File: src/rtl/alu_pkg.sv
// Shared opcode encodings, FSM states and flag bundle for the multicycle ALU.
// Opcode layout: [6:4] selects the group, [3:0] the function within it.
package alu_pkg;

    localparam logic [2:0] GRP_ARITH = 3'b000;
    localparam logic [2:0] GRP_LOGIC = 3'b001;
    localparam logic [2:0] GRP_SHIFT = 3'b010;
    localparam logic [2:0] GRP_LDST  = 3'b011;

    localparam logic [3:0] FN_ADD   = 4'd0;
    localparam logic [3:0] FN_MULTU = 4'd1;
    localparam logic [3:0] FN_MULT  = 4'd2;
    localparam logic [3:0] FN_COMP  = 4'd3;
    localparam logic [3:0] FN_ADDI  = 4'd4;
    localparam logic [3:0] FN_COMPI = 4'd5;
    localparam logic [3:0] FN_SUB   = 4'd6;

    localparam logic [3:0] FN_AND = 4'd0;
    localparam logic [3:0] FN_XOR = 4'd1;
    localparam logic [3:0] FN_OR  = 4'd2;

    localparam logic [3:0] FN_SLL = 4'd0;
    localparam logic [3:0] FN_SRL = 4'd1;
    localparam logic [3:0] FN_SRA = 4'd4;

    localparam logic [3:0] FN_LD = 4'd0;
    localparam logic [3:0] FN_ST = 4'd1;

    typedef enum logic [1:0] {
        ST_IDLE,
        ST_MUL,
        ST_HOLD
    } state_e;

    typedef struct packed {
        logic z;
        logic s;
        logic c;
        logic v;
    } flags_t;

endpackage

File: src/rtl/seq_mult.sv
// Unsigned shift-add multiplier: WIDTH iterations, the first taken on the start edge,
// so done_o is high in the cycle after the final iteration.
module seq_mult #(
    parameter int WIDTH = 32
) (
    input  logic                 clk,
    input  logic                 rst,
    input  logic                 start_i,
    input  logic [WIDTH-1:0]     a_i,
    input  logic [WIDTH-1:0]     b_i,
    output logic                 busy_o,
    output logic                 done_o,
    output logic [2*WIDTH-1:0]   product_o
);

    localparam int CNT_W = $clog2(WIDTH);

    logic [2*WIDTH-1:0] prod_q, cur_prod, step;
    logic [WIDTH-1:0]   mcand_q, cur_mcand;
    logic [WIDTH:0]     partial;
    logic [CNT_W-1:0]   cnt_q;
    logic               busy_q;

    // Upper half accumulates, lower half shifts the multiplier out one bit per step.
    assign cur_prod  = start_i ? {{WIDTH{1'b0}}, b_i} : prod_q;
    assign cur_mcand = start_i ? a_i : mcand_q;
    assign partial   = {1'b0, cur_prod[2*WIDTH-1:WIDTH]}
                     + (cur_prod[0] ? {1'b0, cur_mcand} : {(WIDTH+1){1'b0}});
    assign step      = {partial, cur_prod[WIDTH-1:1]};

    // NOTE: sequential state is assigned with <= so every register samples pre-edge values.
    always_ff @(posedge clk or posedge rst) begin
        if (rst) begin
            prod_q  <= '0;
            mcand_q <= '0;
            cnt_q   <= '0;
            busy_q  <= 1'b0;
        end else if (start_i) begin
            prod_q  <= step;
            mcand_q <= a_i;
            cnt_q   <= CNT_W'(WIDTH - 1);
            busy_q  <= 1'b1;
        end else if (busy_q) begin
            if (cnt_q != '0) begin
                prod_q <= step;
                cnt_q  <= cnt_q - CNT_W'(1);
            end else begin
                busy_q <= 1'b0;
            end
        end
    end

    assign busy_o    = busy_q;
    assign done_o    = busy_q && (cnt_q == '0);
    assign product_o = prod_q;

endmodule

File: src/rtl/multicycle_alu.sv
// Handshaked execute-stage ALU: single-cycle ops register in one cycle, MULT/MULTU
// iterate in seq_mult and land in the HI/LO architectural registers.
module multicycle_alu
    import alu_pkg::*;
#(
    parameter int WIDTH = 32,
    parameter int OP_W  = 7
) (
    input  logic             clk,
    input  logic             rst,
    input  logic             in_valid,
    output logic             in_ready,
    input  logic [OP_W-1:0]  alu_op,
    input  logic [WIDTH-1:0] in_a,
    input  logic [WIDTH-1:0] in_b,
    output logic             out_valid,
    input  logic             out_ready,
    output logic [WIDTH-1:0] alu_result,
    output logic             zflag,
    output logic             signflag,
    output logic             carryflag,
    output logic             overflowflag,
    output logic             illegal_op,
    output logic [WIDTH-1:0] hi_value,
    output logic [WIDTH-1:0] lo_value
);

    localparam int SHAMT_W = $clog2(WIDTH);

    state_e             state_q;
    logic [WIDTH-1:0]   result_q, res_d, hi_q, lo_q, a_mag, b_mag;
    flags_t             flags_q, flags_d;
    logic               illegal_q, illegal_d, neg_q, msigned_q;
    logic               is_mul, mul_signed, mul_neg, accept;
    logic               mul_busy, mul_done;
    logic [WIDTH:0]     add_sum, sub_sum;
    logic [2*WIDTH-1:0] mul_prod, mul_final;
    logic [2:0]         grp;
    logic [3:0]         fn;
    logic [SHAMT_W-1:0] shamt;

    assign grp     = alu_op[OP_W-1 -: 3];
    assign fn      = alu_op[3:0];
    assign shamt   = in_b[SHAMT_W-1:0];
    assign add_sum = {1'b0, in_a} + {1'b0, in_b};
    assign sub_sum = {1'b0, in_a} + {1'b0, ~in_b} + (WIDTH+1)'(1);

    assign in_ready = (state_q == ST_IDLE) || ((state_q == ST_HOLD) && out_ready);
    assign accept   = in_valid && in_ready;

    // NOTE: every always_comb output gets a default first, so no path can infer a latch.
    always_comb begin
        res_d      = '0;
        flags_d    = '0;
        illegal_d  = 1'b0;
        is_mul     = 1'b0;
        mul_signed = 1'b0;
        case (grp)
            GRP_ARITH: begin
                case (fn)
                    FN_ADD, FN_ADDI: begin
                        res_d     = add_sum[WIDTH-1:0];
                        flags_d.c = add_sum[WIDTH];
                        flags_d.v = (in_a[WIDTH-1] == in_b[WIDTH-1]) && (add_sum[WIDTH-1] != in_a[WIDTH-1]);
                    end
                    FN_SUB: begin
                        res_d     = sub_sum[WIDTH-1:0];
                        flags_d.c = sub_sum[WIDTH];
                        flags_d.v = (in_a[WIDTH-1] != in_b[WIDTH-1]) && (sub_sum[WIDTH-1] != in_a[WIDTH-1]);
                    end
                    FN_COMP, FN_COMPI: res_d = -in_b;
                    FN_MULTU: is_mul = 1'b1;
                    FN_MULT: begin
                        is_mul     = 1'b1;
                        mul_signed = 1'b1;
                    end
                    default: illegal_d = 1'b1;
                endcase
            end
            GRP_LOGIC: begin
                case (fn)
                    FN_AND:  res_d = in_a & in_b;
                    FN_XOR:  res_d = in_a ^ in_b;
                    FN_OR:   res_d = in_a | in_b;
                    default: illegal_d = 1'b1;
                endcase
            end
            GRP_SHIFT: begin
                case (fn)
                    FN_SLL:  res_d = in_a << shamt;
                    FN_SRL:  res_d = in_a >> shamt;
                    FN_SRA:  res_d = $unsigned($signed(in_a) >>> shamt);
                    default: illegal_d = 1'b1;
                endcase
            end
            GRP_LDST: begin
                case (fn)
                    FN_LD, FN_ST: res_d = add_sum[WIDTH-1:0];
                    default:      illegal_d = 1'b1;
                endcase
            end
            default: illegal_d = 1'b1;
        endcase
        if (!illegal_d) begin
            flags_d.z = (res_d == '0);
            flags_d.s = res_d[WIDTH-1];
        end
    end

    // Signed multiply runs on magnitudes; the sign is reapplied to the full product.
    assign a_mag     = (mul_signed && in_a[WIDTH-1]) ? -in_a : in_a;
    assign b_mag     = (mul_signed && in_b[WIDTH-1]) ? -in_b : in_b;
    assign mul_neg   = mul_signed && (in_a[WIDTH-1] ^ in_b[WIDTH-1]);
    assign mul_final = neg_q ? -mul_prod : mul_prod;

    seq_mult #(.WIDTH(WIDTH)) u_mult (
        .clk       (clk),
        .rst       (rst),
        .start_i   (accept && is_mul),
        .a_i       (a_mag),
        .b_i       (b_mag),
        .busy_o    (mul_busy),
        .done_o    (mul_done),
        .product_o (mul_prod)
    );

    always_ff @(posedge clk or posedge rst) begin
        if (rst) begin
            state_q   <= ST_IDLE;
            result_q  <= '0;
            flags_q   <= '0;
            illegal_q <= 1'b0;
            hi_q      <= '0;
            lo_q      <= '0;
            neg_q     <= 1'b0;
            msigned_q <= 1'b0;
        end else begin
            case (state_q)
                ST_IDLE, ST_HOLD: begin
                    if (accept && is_mul) begin
                        state_q   <= ST_MUL;
                        neg_q     <= mul_neg;
                        msigned_q <= mul_signed;
                    end else if (accept) begin
                        state_q   <= ST_HOLD;
                        result_q  <= res_d;
                        flags_q   <= flags_d;
                        illegal_q <= illegal_d;
                    end else if ((state_q == ST_HOLD) && out_ready) begin
                        state_q <= ST_IDLE;
                    end
                end
                ST_MUL: begin
                    if (mul_done) begin
                        state_q   <= ST_HOLD;
                        hi_q      <= mul_final[2*WIDTH-1:WIDTH];
                        lo_q      <= mul_final[WIDTH-1:0];
                        result_q  <= '0;
                        flags_q   <= '{z: (mul_final == '0), s: msigned_q && mul_final[2*WIDTH-1], c: 1'b0, v: 1'b0};
                        illegal_q <= 1'b0;
                    end else if (!mul_busy) begin
                        state_q <= ST_IDLE;
                    end
                end
                default: state_q <= ST_IDLE;
            endcase
        end
    end

    assign out_valid    = (state_q == ST_HOLD);
    assign alu_result   = result_q;
    assign zflag        = flags_q.z;
    assign signflag     = flags_q.s;
    assign carryflag    = flags_q.c;
    assign overflowflag = flags_q.v;
    assign illegal_op   = illegal_q;
    assign hi_value     = hi_q;
    assign lo_value     = lo_q;

endmodule

File: config.mk
export PLATFORM = sky130hd
export DESIGN_NAME = multicycle_alu
export DESIGN_NICKNAME = d
export VERILOG_FILES = /design/src/rtl/alu_pkg.sv /design/src/rtl/seq_mult.sv /design/src/rtl/multicycle_alu.sv
export SDC_FILE = /design/constraint.sdc
export NUM_CORES = 1
export LEC_CHECK = 0
export ABC_AREA = 0
export BUFFER_PORTS_ARGS = -buffer_cell sky130_fd_sc_hd__buf_2
export CAP_MARGIN = 40
export CORE_AREA = 2 2 231 233
export CTS_CLUSTER_SIZE = 24
export DETAILED_ROUTE_END_ITERATION = 12
export DIE_AREA = 0 0 233 235
export SYNTH_ARGS = -nofsm -noshare
export SYNTH_HDL_FRONTEND = slang
export SYNTH_SLANG_ARGS = --single-unit
export TNS_END_PERCENT = 100
File: constraint.sdc
create_clock -name clk -period 6 [get_ports clk]
set_clock_uncertainty 0.1 [all_clocks]
set_input_delay 0.6 -clock clk [delete_from_list [all_inputs] [get_ports clk]]
set_output_delay 0.6 -clock clk [all_outputs]
set_load 0.005 [all_outputs]
== Word-level counts from Yosys, hierarchy flattened ==
Cells that the tools add are included.
Widths: inputs -> output; s select.

* Output and inout port bits: 103
* Bits in registers: 207
* RAM bits: 0
* Bits in latches: 0
* Memory bits (read-only): 0
* Input bits: 75
* Memories: 0
* Logic and storage cells: 135

* Reductions and logical operators: 34
* Multiplexer cells: 50
* Multiply operators: 0
* Add/sub/neg operators: 8
* Bitwise gates (word level): 5
* Shifts and indexed selects: 3
* Equality and inequality tests: 20
* Order comparisons: 0
* Divide/modulo/power cells: 0

{| class="wikitable"
|+ Operator list
! kind !! count
|-
| $mux 64 || 5
|-
| $pmux 32 s3 || 3
|-
| $mux 32 || 8
|-
| $pmux 32 s4 || 1
|-
| $add 32x32->33 || 2
|-
| $logic_not 64->1 || 1
|-
| $neg 32->32 || 2
|-
| $neg 64->64 || 1
|-
| $pmux 32 s2 || 1
|-
| $add 32x33->33 || 1
|-
| $add 33x1->33 const B || 1
|-
| $and 32x32->32 || 1
|-
| $logic_not 32->1 || 1
|-
| $not 32->32 || 1
|-
| $or 32x32->32 || 1
|-
| $shl 32x5->32 || 1
|-
| $shr 32x5->32 || 1
|-
| $sshr 32x5->32 || 1
|-
| $xor 32x32->32 || 1
|-
| $mux 5 || 3
|-
| $mux 1 || 14
|-
| $mux 2 || 7
|-
| $eq 4x3->1 const B || 3
|-
| $mux 4 || 3
|-
| other kinds (30) || 56
|}

== Logic depth before layout (Yosys ltp) ==
* Depth in word-level cells: 11
* Mapped depth: 25
* Gate-level depth less buffers: 23

== Hierarchy ==
From an unflattened synthesis, not the netlist that was laid out.

* Cell total of the unflattened synthesis: 3057
* Area, all modules: 24025.5 µm²

{| class="wikitable"
|+ Modules (own cells, without submodules)
! module !! area each (µm²) !! sequential area each (µm²) !! cells an instance !! instances
|-
| multicycle_alu || 17903.4 || 2627.5 || 2411 || 1
|-
| seq_mult || 6122.1 || 2552.4 || 646 || 1
|}

== Worst setup path after synthesis ==
Ideal clock, no wire load.

* Kind: input to register
* Start point: input port alu_op[0]
* End point: register u_mult.prod_q[63] (netlist: u_mult.product_o[63])
* Setup slack: 0.562 ns
* Setup time: 0.121 ns
* Buffers on the path: 6
* Cell stages on the path: 22
* Required time: 5.779 ns
* Arrival time: 5.217 ns
* Path through: clkbuf_1 -> buf_1 -> buf_1 -> xnor2_1 -> or3_1 -> clkbuf_1 -> clkbuf_1 -> clkbuf_1 -> and2_1 -> ha_1 -> nor2b_1 -> o31a_1 -> or2_2 -> a21oi_1 -> o21a_1 -> o2111ai_1 -> nand3_1 -> a21oi_1 -> o31a_1 -> o21ai_0 -> a21oi_1 -> o22a_1

* Word-level cells in the longest chain between the ends: 11
* Elaborated cells between the ends (all ways): 22
* Those cells by class: add/sub (1); eq/ne (2); mux (12); reduce/logical (7)

{| class="wikitable"
|+ Ends and longest elaborated chain
! element !! RTL line !! RTL
|-
| start, declared || multicycle_alu.sv:13 || <nowiki>input logic [OP_W-1:0] alu_op,</nowiki>
|-
| $eq 4x2->1 or $eq 4x1->1 (tied branches) || multicycle_alu.sv:60 || <nowiki>case (fn)</nowiki>
|-
| $mux 1 or $reduce_or 2->1 (tied branches) || -- ||
|-
| $mux 1 (on tied branches) || multicycle_alu.sv:58, multicycle_alu.sv:60 ||
|-
| $logic_and 1x1->1, or another cell as far along || multicycle_alu.sv:111 || <nowiki>assign a_mag = (mul_signed && in_a[WIDTH-1]) ? -in_a : in_a;</nowiki>
|-
| $mux 32, or another cell as far along || multicycle_alu.sv:111 ||
|-
| $mux 32 or $mux 64 (tied branches) || seq_mult.sv:26, seq_mult.sv:25 ||
|-
| $mux 32 || seq_mult.sv:28 || <nowiki>+ (cur_prod[0] ? {1'b0, cur_mcand} : {(WIDTH+1){1'b0}});</nowiki>
|-
| $add 32x33->33 || seq_mult.sv:28 ||
|-
| $mux 64 || seq_mult.sv:44 || <nowiki>if (cnt_q != '0) begin</nowiki>
|-
| $mux 64 || seq_mult.sv:43 || <nowiki>end else if (busy_q) begin</nowiki>
|-
| $mux 64 || seq_mult.sv:38 || <nowiki>end else if (start_i) begin</nowiki>
|-
| end signal, assigned || seq_mult.sv:39 || <nowiki>prod_q <= step;</nowiki>
|-
| end signal, assigned || seq_mult.sv:45 || <nowiki>prod_q <= step;</nowiki>
|-
| end, declared || seq_mult.sv:18 || <nowiki>logic [2*WIDTH-1:0] prod_q, cur_prod, step;</nowiki>
|}

Parallel ways exist; a longest one is shown, timed or not. The select of a mux whose other input is x is not followed.
A chain may end at the register's enable or synchronous reset.

== Final worst setup path ==
* Start point: input port in_b[0]
* End point: register flags_q, in the netlist zflag

* Word-level cells in the longest chain between the ends: 10
* Elaborated cells between the ends (all ways): 21
* Those cells by class: add/sub (4); shift (3); mux (9); bitwise (4); reduce/logical (1)

{| class="wikitable"
|+ Ends and longest elaborated chain
! element !! RTL line !! RTL
|-
| start, declared || multicycle_alu.sv:15 || <nowiki>input logic [WIDTH-1:0] in_b,</nowiki>
|-
| $not 32->32 || multicycle_alu.sv:46 || <nowiki>assign sub_sum = {1'b0, in_a} + {1'b0, ~in_b} + (WIDTH+1)'(1);</nowiki>
|-
| $add 32x32->33 || multicycle_alu.sv:46 ||
|-
| $add 33x1->33 || multicycle_alu.sv:46 ||
|-
| $pmux 32 s3 || multicycle_alu.sv:60 ||
|-
| $pmux 32 s4 (*) || multicycle_alu.sv:58 || <nowiki>case (grp)</nowiki>
|-
| $logic_not 32->1 (*) || multicycle_alu.sv:105 || <nowiki>flags_d.z = (res_d == '0);</nowiki>
|-
| $mux 2 (*) || multicycle_alu.sv:104 || <nowiki>if (!illegal_d) begin</nowiki>
|-
| $mux 4 (*) || multicycle_alu.sv:144 || <nowiki>end else if (accept) begin</nowiki>
|-
| $mux 4 (*) || multicycle_alu.sv:140 || <nowiki>if (accept && is_mul) begin</nowiki>
|-
| $pmux 4 s2 (*) || multicycle_alu.sv:138 || <nowiki>case (state_q)</nowiki>
|-
| end signal, assigned || multicycle_alu.sv:147 || <nowiki>flags_q <= flags_d;</nowiki>
|-
| end signal, assigned || multicycle_alu.sv:159 || <nowiki>flags_q <= '{z: (mul_final == '0), s: msigned_q && mul_final[2*WIDTH-1], c: 1'b0, v: 1'b0};</nowiki>
|-
| end, declared || multicycle_alu.sv:32 || <nowiki>flags_t flags_q, flags_d;</nowiki>
|}

Mark *: on every way between the ends. The rest lies on a longest branch, timed or not. The select of a mux whose other input is x is not followed.

==> results.json <==
{
  "status": "finished clean",
  "regArea_um2": 5181,
  "yosysMostFrequentCell": "nand2_1",
  "min_to": "state_q[1]",
  "gp_congestion": 1.025,
  "fmax_mhz": 181.5,
  "fp.dieH_um": 235,
  "r2r-start": "state_q[0]",
  "cp.required_ns": 6.35,
  "track_usage": 0.3869,
  "setup_ws_ns": 0.4900,
  "route.detailed.drc": 0,
  "power_density_nw_per_um2": 271.5,
  "synth-compound-area-share": 0.2542,
  "via_per_inst": 6.562,
  "synth.largest_area_cell": "dfrtp_1",
  "numCtsBuffers": 27,
  "cts_max_level": 1,
  "syn-instance-count": 3089,
  "post-place-ws_ns": 0.3280,
  "synth-xor-area-share": 0.07244,
  "ys_top_cells_by_area": "dfrtp_1 (22%), ha_1 (7.2%), nand2_1 (6.9%), o21ai_0 (5.6%), mux4_2 (4.8%)",
  "area_growth_pct": 12.75,
  "holdWs_ns": 0.2306,
  "p_total_mw": 7.142,
  "synthSimpleGateAreaFrac": 0.2271,
  "cts_resized": 0,
  "avgSynthCellArea_um2": 7.554,
  "leakage_nw": 11.57,
  "cts_tree": "yes",
  "grt_pass1_vias": 24180,
  "cp-start-kind": "input port",
  "ys_ff_latch": 207,
  "fillCellCount": 5248,
  "grt_max_degree": 108,
  "clockBufferDepth": 3,
  "fin_nets": 3418,
  "hp-start": "out_ready",
  "start_util": 0.4467,
  "netlist.area_leader.share": 0.2220,
  "worstPathMaxFanout": 25,
  "setup_viol": 0,
  "place_area_um2": 25350,
  "worstMarginPinSlew_ns": 0.9359,
  "core_area_um2": 52240,
  "numPortBuffers": 177,
  "wl_per_cell_um": 27.75,
  "drive_gt1_frac": 0.1494,
  "drtIter0Drc": 3153,
  "dr.pass1.iters": 6,
  "ff2ff_setup_slack_ns": 0.68,
  "fin_area_um2": 26310,
  "rows": 84,
  "rsz0062_at_grt": "false",
  "synth_area_um2": 23330,
  "synth.area.mux_share": 0.08826,
  "hold_path_depth": 3,
  "finalWirelength_mm": 108.7,
  "fin_crit_ns": 5.510,
  "synth_nets": 3301,
  "finalCritPeriodShare": 0.9183,
  "drv_cap": 0,
  "cp-end-kind": "register",
  "antenna_left": 0,
  "slew_viol_final": 0,
  "io_pins": 178,
  "synth.distinct_cells": 92,
  "final.setup.tns_ns": 0,
  "grt_pass1_wl_mm": 159.6,
  "dieWidth_um": 233,
  "critPathArrivalTime_ns": 5.86,
  "fp.dieArea_um2": 54760,
  "hp-class": "input port to register",
  "ys_warn_count": 0,
  "ff2ff_path_depth": 22,
  "hold_violations": 0,
  "vias": 25700,
  "multi_input_area_um2": 16780,
  "grt-ovfl-total": 0,
  "async_flop_share": 1.000,
  "synth_top_family_by_area": "compound AO/OA/AOI/OAI gates",
  "cts.sinks": 207,
  "synth_adder_area_share": 0.07443,
  "hold_buffers": 1,
  "clk_pin_slew_ns": 0.06,
  "post_cts_buffers": 0,
  "clk_latency_ns": 0.58,
  "vdd_ir_drop_max_uv": 205.1,
  "clockRootBuffer": "clkbuf_16",
  "hpwl_mm": 84.26,
  "antenna_found_initial": 7,
  "synth_edf_count": 0,
  "synthFlopType": "dfrtp_1",
  "timing.rr.end": "u_mult.product_o[63]",
  "relSlewSlack": 0.3757,
  "synth_common_cells": "nand2_1 (430), o21ai_0 (261), nor2_1 (259)",
  "path_class": "input port to register",
  "ys_seq_area_frac": 0.2220
}
[cell usage in the layout, fill, tap and decap left out, types with 23 or more instances in the layout]
master,Yosys,routed
or3_1,35,34
nand2_1,430,430
nand3_1,58,57
a21o_1,31,31
buf_2,15,176
o22ai_1,40,40
clkbuf_16,0,27
mux2i_1,73,73
o21ai_0,261,261
nor4_1,24,23
nor3_1,93,89
a211oi_1,31,31
buf_4,6,141
xor2_1,74,74
a21oi_1,185,185
a31oi_1,64,64
inv_1,128,126
ha_1,134,134
dfrtp_1,207,206
o211ai_1,25,25
nor2_1,259,258
o31ai_1,37,37
a221oi_1,24,24
mux4_2,50,50
nand4_1,42,42
and2_1,72,72
xnor2_1,119,119
[area by class of cell]
type	instances	area share
Clock buffer	33	0.02730
Timing Repair Buffer	322	0.07723
Antenna cell	3	0.0002853
Multi-Input combinational cell	2516	0.6379
Clock inverter	16	0.008656
Sequential cell	207	0.1969
Inverter	132	0.01898
Tap cell	688	0.03272
[flip-flops by register name (all words and copies together), names as in the netlist]
signal and cells:
overflowflag 1, signflag 1, lo_value 32, u_mult.cnt_q 5, neg_q 1, state_q 2
u_mult.busy_o 1, hi_value 32, u_mult.product_o 64, carryflag 1, zflag 1, alu_result 32
u_mult.mcand_q 32, illegal_op 1, msigned_q 1
[worst max-delay path, stage by stage]
cell and delay, ns:
buf_4 0.14, buf_4 0.25, inv_2 0.29, ha_1 0.28
or3b_2 0.55, nor3_1 0.66, nand2_1 0.53, nor3_1 0.46
xnor2_1 0.11, a221o_1 0.29, a221oi_1 0.55, nand4_1 0.30
nor4_1 0.41, nand4b_1 0.15, o41ai_1 0.25
[power by group]
group / switching [mW] / internal [mW] / total [mW]
clock: 0.694 / 1.07 / 1.76
sequential: 0.487 / 1.66 / 2.15
combinational: 2.01 / 1.22 / 3.23
[routing by layer]
| metal | wire [µm] | vias to the layer above | track usage |
|---|---|---|---|
| li1 | - | 11470 | - |
| met1 | 43870 | 12350 | 0.5116 |
| met2 | 46280 | 1516 | 0.5731 |
| met3 | 9922 | 362 | 0.07051 |
| met4 | 8587 | 6 | 0.2594 |
| met5 | 35 | - | 0 |
[logic make-up (layout without fill, tap and decap cells)]
kind of cell | after synthesis | count (layout)
xor+xnor | 193 | 193
other cells | 0 | 3
flops | 207 | 207
compound gates | 914 | 914
mux | 141 | 141
simple gates | 1131 | 1131
fa+ha+maj | 137 | 137
buf+inv | 366 | 503
[metrics by stage]
step                utilization  std cells
detailed placement       0.4852       3864
global route             0.5036       3915
CTS                      0.5035       3914
floorplan                     -       3089
finish                   0.5037       3917
global placement         0.4840       3859
[worst max-delay path by stage]
stage	from	end	cells after the start
after floorplan	alu_op[0]	u_mult.product_o[63]	22
after global placement	in_b[0]	zflag	15
after detailed placement	in_b[0]	zflag	15
after CTS	state_q[0]	u_mult.product_o[63]	22
after global routing	state_q[0]	u_mult.product_o[63]	22
final	in_b[0]	zflag	15
Note: power is estimated with default switching activity, not from simulation.
